File: src/rtl/screen_scan_pkg.sv
// Shared CHIP-8 display constants and scan-FSM state encoding.
// SCREEN_SCAN_DOUBLE_EN selects the 2x output scale used by the scanner.
package screen_scan_pkg;

  typedef enum logic [1:0] {
    IDLE  = 2'd0,
    FETCH = 2'd1,
    WAIT  = 2'd2,
    EMIT  = 2'd3
  } scan_state_t;

  localparam logic [15:0] SCREEN_START  = 16'h0100;
  localparam int unsigned SCREEN_W      = 64;
  localparam int unsigned SCREEN_H      = 32;
  localparam int unsigned BYTES_PER_ROW = SCREEN_W / 8;

`ifdef SCREEN_SCAN_DOUBLE_EN
  localparam int unsigned SCALE = 2;
`else
  localparam int unsigned SCALE = 1;
`endif

endpackage

File: src/rtl/screen_scan_shifter.sv
// scan_shifter: holds one framebuffer byte and emits it MSB-first on a
// valid/ready stream. With SCREEN_SCAN_DOUBLE_EN each bit is presented twice.
module scan_shifter (
  input  logic       clk,
  input  logic       reset,
  input  logic       load,
  input  logic [7:0] din,
  input  logic       ready,
  output logic       pix_valid,
  output logic       pix_data,
  output logic [3:0] col,
  output logic       last_bit,
  output logic       byte_done
);

  logic [7:0] shreg;
  logic [2:0] bit_cnt;
  logic       valid_q;
  logic       hs;
  logic       advance;

  assign hs        = valid_q && ready;
  assign pix_valid = valid_q;
  assign pix_data  = shreg[7];
  assign byte_done = hs && last_bit;

`ifdef SCREEN_SCAN_DOUBLE_EN
  logic rep;

  // Shift only after the second copy of a bit has been accepted.
  assign advance  = hs && rep;
  assign last_bit = (bit_cnt == 3'd7) && rep;
  assign col      = {bit_cnt, rep};

  // Repeat toggle: first/second copy of the current bit.
  always_ff @(posedge clk or posedge reset) begin
    if (reset)     rep <= 1'b0;
    else if (load) rep <= 1'b0;
    else if (hs)   rep <= ~rep;
  end
`else
  assign advance  = hs;
  assign last_bit = (bit_cnt == 3'd7);
  assign col      = {1'b0, bit_cnt};
`endif

  // Byte load, shift-on-handshake and valid hold until the byte is drained.
  always_ff @(posedge clk or posedge reset) begin
    if (reset) begin
      shreg   <= '0;
      bit_cnt <= '0;
      valid_q <= 1'b0;
    end else if (load) begin
      shreg   <= din;
      bit_cnt <= '0;
      valid_q <= 1'b1;
    end else begin
      if (advance) begin
        shreg   <= {shreg[6:0], 1'b0};
        bit_cnt <= bit_cnt + 3'd1;
      end
      if (byte_done) valid_q <= 1'b0;
    end
  end

endmodule

File: src/rtl/screen_scan.sv
// screen_scan: reads the CHIP-8 framebuffer through the arbitrated memory port
// and streams it pixel by pixel to the display driver.
// Optional macro SCREEN_SCAN_DOUBLE_EN: 2x pixel doubling (128 x 64 output).
module screen_scan
  import screen_scan_pkg::*;
#(
  parameter logic [15:0] screen_start  = SCREEN_START,
  parameter int unsigned rows          = SCREEN_H,
  parameter int unsigned bytes_per_row = BYTES_PER_ROW
) (
  input  logic        clk,
  input  logic        reset,
  input  logic        start,
  output logic        busy,
  input  logic        mem_grant,
  output logic        mem_read,
  output logic [15:0] mem_addr,
  input  logic [7:0]  mem_read_byte,
  output logic        pix_valid,
  input  logic        pix_ready,
  output logic        pix_data,
  output logic [6:0]  pix_x,
  output logic [5:0]  pix_y,
  output logic        pix_last
);

  localparam int unsigned RW = $clog2(rows);
  localparam int unsigned BW = $clog2(bytes_per_row);

  scan_state_t   state, next_state;
  logic [RW-1:0] row;
  logic [BW-1:0] byte_idx;
  logic          row_rep;
  logic [3:0]    col;
  logic          last_bit, byte_done;
  logic          last_byte, last_row, row_pass_done, frame_end;

  assign last_byte = (byte_idx == BW'(bytes_per_row - 1));
  assign last_row  = (row == RW'(rows - 1));
  assign frame_end = last_byte && last_row && row_pass_done;

  assign busy     = (state != IDLE);
  assign mem_read = (state == FETCH) && mem_grant;
  assign pix_last = pix_valid && last_bit && frame_end;
  assign pix_x    = 7'(byte_idx) * 7'(8 * SCALE) + 7'(col);
  assign pix_y    = 6'(row) * 6'(SCALE) + 6'(row_rep);

  scan_shifter u_shifter (
    .clk       (clk),
    .reset     (reset),
    .load      (state == WAIT),
    .din       (mem_read_byte),
    .ready     (pix_ready),
    .pix_valid (pix_valid),
    .pix_data  (pix_data),
    .col       (col),
    .last_bit  (last_bit),
    .byte_done (byte_done)
  );

`ifdef SCREEN_SCAN_DOUBLE_EN
  assign row_pass_done = row_rep;

  // Each framebuffer row is scanned twice; this marks the second pass.
  always_ff @(posedge clk or posedge reset) begin
    if (reset)                                        row_rep <= 1'b0;
    else if (state == IDLE && start)                  row_rep <= 1'b0;
    else if (state == EMIT && byte_done && last_byte) row_rep <= ~row_rep;
  end
`else
  assign row_rep       = 1'b0;
  assign row_pass_done = 1'b1;
`endif

  // Scan state register.
  always_ff @(posedge clk or posedge reset) begin
    if (reset) state <= IDLE;
    else       state <= next_state;
  end

  // Next-state logic: fetch a byte, wait for its data, drain it, repeat.
  always_comb begin
    next_state = state;
    unique case (state)
      IDLE:    if (start)     next_state = FETCH;
      FETCH:   if (mem_grant) next_state = WAIT;
      WAIT:                   next_state = EMIT;
      EMIT:    if (byte_done) next_state = frame_end ? IDLE : FETCH;
      default:                next_state = IDLE;
    endcase
  end

  // Address and row/byte sequencing; a first row pass rewinds to the row start.
  always_ff @(posedge clk or posedge reset) begin
    if (reset) begin
      mem_addr <= '0;
      row      <= '0;
      byte_idx <= '0;
    end else if (state == IDLE && start) begin
      mem_addr <= screen_start;
      row      <= '0;
      byte_idx <= '0;
    end else if (state == EMIT && byte_done && !frame_end) begin
      if (!last_byte) begin
        mem_addr <= mem_addr + 16'd1;
        byte_idx <= byte_idx + BW'(1);
      end else if (!row_pass_done) begin
        mem_addr <= mem_addr - 16'(bytes_per_row - 1);
        byte_idx <= '0;
      end else begin
        mem_addr <= mem_addr + 16'd1;
        byte_idx <= '0;
        row      <= row + RW'(1);
      end
    end
  end

endmodule

File: config.mk
export PLATFORM = sky130hd
export DESIGN_NAME = screen_scan
export DESIGN_NICKNAME = d
export VERILOG_FILES = /design/src/rtl/screen_scan_pkg.sv /design/src/rtl/screen_scan_shifter.sv /design/src/rtl/screen_scan.sv
export SDC_FILE = /design/constraint.sdc
export NUM_CORES = 1
export LEC_CHECK = 0
export ABC_AREA = 1
export CELL_PAD_IN_SITES_DETAIL_PLACEMENT = 1
export CELL_PAD_IN_SITES_GLOBAL_PLACEMENT = 1
export CORE_ASPECT_RATIO = 0.6
export CORE_MARGIN = 2
export CORE_UTILIZATION = 40
export DETAILED_ROUTE_END_ITERATION = 7
export DONT_BUFFER_PORTS = 1
export GPL_TIMING_DRIVEN = 0
export PLACE_DENSITY_LB_ADDON = 0.1
export SLEW_MARGIN = 20
export SYNTH_ARGS = -nofsm -noshare
export SYNTH_HDL_FRONTEND = slang
export SYNTH_SLANG_ARGS = --single-unit
export TNS_END_PERCENT = 5
File: constraint.sdc
create_clock -name clk -period 2.95 [get_ports clk]
set_clock_uncertainty 0.05 [all_clocks]
set_input_delay 0.59 -clock clk [delete_from_list [all_inputs] [get_ports clk]]
set_output_delay 0.59 -clock clk [all_outputs]
set_load 0.1 [all_outputs]
==> flow_summary.json <==
{
  "antenna_found_initial": 0,
  "root_buffer": "clkbuf_8",
  "syn_area_um2": 2105,
  "cap_violations": 0,
  "clk_path_buf_depth": 2,
  "yosysWarnings": 0,
  "grt_usage_pct": 20.28,
  "antennaDiodeCount": 0,
  "cts.sink_count": 38,
  "drt_iter0_markers": 95,
  "viasPerCell": 5.208,
  "fin_nets": 301,
  "met1_length_um": 2989,
  "hold_violations": 0,
  "period_share_pct": 95.71,
  "drtPass1Iterations": 4,
  "placed_cell_area_um2": 2218,
  "synth_edf_count": 0,
  "wirelength_um": 5521,
  "slew-limit-headroom_pct": 28.62,
  "cts_tree": "done",
  "gp_congestion": 0.8017,
  "wl_met3_um": 321,
  "rsz0062_at_grt": "no",
  "dr_wl_met2_um": 2191,
  "p_leak_nw": 1.141,
  "max_freq_mhz": 354.2,
  "end_kind": "primary output",
  "syn_avg_cell_area_um2": 7.882,
  "fin_tns_setup_ns": 0,
  "core_area_um2": 5055,
  "status": "finished, final reports clean",
  "yosysTopAreaCell": "dfrtp_1",
  "place_hpwl_um": 4335,
  "grt_overflow_total": 0,
  "synth.most_common_cell": "nand2_1",
  "layout_min_cycle_time_ns": 2.823,
  "drive_gt1_share_pct": 10.55,
  "grt_pass1_vias": 1826,
  "powerDensity_nw_per_um2": 807.2,
  "port_buffers": 0,
  "synth_seq_cells": 38,
  "synthTopCellsByArea": "dfrtp_1, nand2_1, ha_1, inv_1, nor2_1",
  "row_count": 20,
  "clock_latency_ns": 0.28,
  "cts_max_level": 2,
  "vias": 1776,
  "synthFlopType": "dfrtp_1",
  "total_power_w": 0.001871,
  "syn2layout_area_growth_pct": 10.11,
  "crit_type": "flop to primary output",
  "chipHeight_um": 60.19,
  "top_layer": "met4",
  "seq_area_frac_synth_pct": 45.18,
  "ant_nets": 0,
  "start_util_pct": 41.63,
  "drc": 0,
  "ys_async_sr_fraction_pct": 100.0,
  "routedWlPerCell_um": 16.19,
  "synth_top_area_share_pct": 45.18,
  "clk_pin_slew_worst_paths_ns": 0.08,
  "dieArea_um2": 5876,
  "hold_class": "primary input to asynchronous set/reset pin",
  "vdd_drop_max_v": 0.0003910,
  "path_max_fanout": 3,
  "synth_cells": 267,
  "synth_commonest_cells": "nand2_1, dfrtp_1, inv_1, nor2_1",
  "cts_buffers": 5,
  "cts_setup_buffers": 0,
  "io_pins": 47,
  "worst_slew_pin_slew_ns": 1.071,
  "cp.arrival_ns": 2.18,
  "crit_required_ns": 2.31,
  "whs_ns": 0.08373,
  "slew_viol_final": 0,
  "cp-start-kind": "flop",
  "die_x_um": 97.64,
  "grt_max_degree": 28,
  "setup_violations": 0,
  "grt_pass1_wl_um": 9190,
  "synth.distinct_cells": 26,
  "final_cell_area_um2": 2317
}
[timing repair]
action	in CTS	in global routing
setup endpoints to repair	1	1
hold buffers	0	0
resized for setup	8	3
pin swaps	0	1
[report_power, final]
group | internal, W | switching [W] | total (W) | leakage, nW
Clock | 0.000180 | 0.000168 | 0.000349 | 0.0431
Combinational | 0.000149 | 0.000383 | 0.000532 | 0.612
Sequential | 0.000618 | 0.000372 | 0.000990 | 0.485
Total | 0.000947 | 0.000923 | 0.00187 | 1.14
[worst max-delay path: stages, from the launching register on]
cell and delay, ns:
dfrtp_1 0.95, ha_1 0.32, nand2_1 0.10, nor2_4 0.53
[final timing paths]
| check | startpoint | to | slack [ns] | depth (start not counted) |
|---|---|---|---|---|
| max in group asynchronous | reset | row[0] | 2.30 | 2 |
| min in group clk | mem_read_byte[0] | u_shifter.shreg[0] | 0.39 | 2 |
| setup reg to reg | row[4] | row[3] | 0.45 | 6 |
| hold / removal | reset | mem_addr[10] | 0.08 | 1 |
| setup / recovery | u_shifter.bit_cnt[2] | pix_last | 0.13 | 3 |
| hold reg to reg | u_shifter.shreg[5] | u_shifter.shreg[6] | 0.50 | 2 |
[routing by layer]
metal / track usage [%] / up-vias
li1: - / 874
met1: 31.29 / 854
met2: 28.57 / 46
met3: 5.263 / 2
met4: 3.571 / 0
met5: 0 / -
[cells by family after synthesis]
logic type,after synthesis,share of synthesized area (%)
other,1,0.1782
xor gates and xnor gates,2,0.8325
and+or+nand+nor,133,27.05
adders and majority gates,12,7.134
buffers and inverters,45,9.334
DFF,38,45.18
AOI/OAI and AO/OA,36,10.29
[area by class of cell]
class	instances	area, um2
fill	636	2738
multi-input combinational	185	968.4
sequential	38	967.2
inverter	39	146.4
clock buffer	6	82.58
tap	66	82.58
buffer	6	50.05
timing repair buffer	1	20.02
[sequential cells by signal (all words and copies together) (netlist names)]
signal	cells
state	2
row	5
mem_addr	16
byte_idx	3
u_shifter.shreg	8
u_shifter.pix_valid	1
u_shifter.bit_cnt	3
[placed cells by master (no fill, tap or decap)]
cell type,n
nand2_1,70
inv_1,37
nor2_1,30
dfrtp_1,29
o21ai_0,14
nand3_1,14
ha_1,12
a21oi_1,11
nand4_1,9
clkbuf_8,7
dfrtp_2,7
o221ai_1,4
nor3_1,3
o211ai_1,3
a22o_1,3
buf_2,2
nor2_4,2
xor2_1,2
and3_2,2
buf_4,2
conb_1,2
dfrtp_4,2
nand3_2,1
buf_6,1
clkinv_1,1
or2_2,1
and3_1,1
inv_2,1
o31ai_1,1
buf_12,1
[metrics by stage]
step	instances	setup WS, ns	utilization [%]
floorplan	268	0.1927	-
global placement	334	0.03191	43.49
detailed placement	335	0.02158	43.89
CTS	341	0.04357	45.72
global route	341	0.02680	45.84
finish	341	0.1267	45.84
Power figures use the tool's default switching activity.
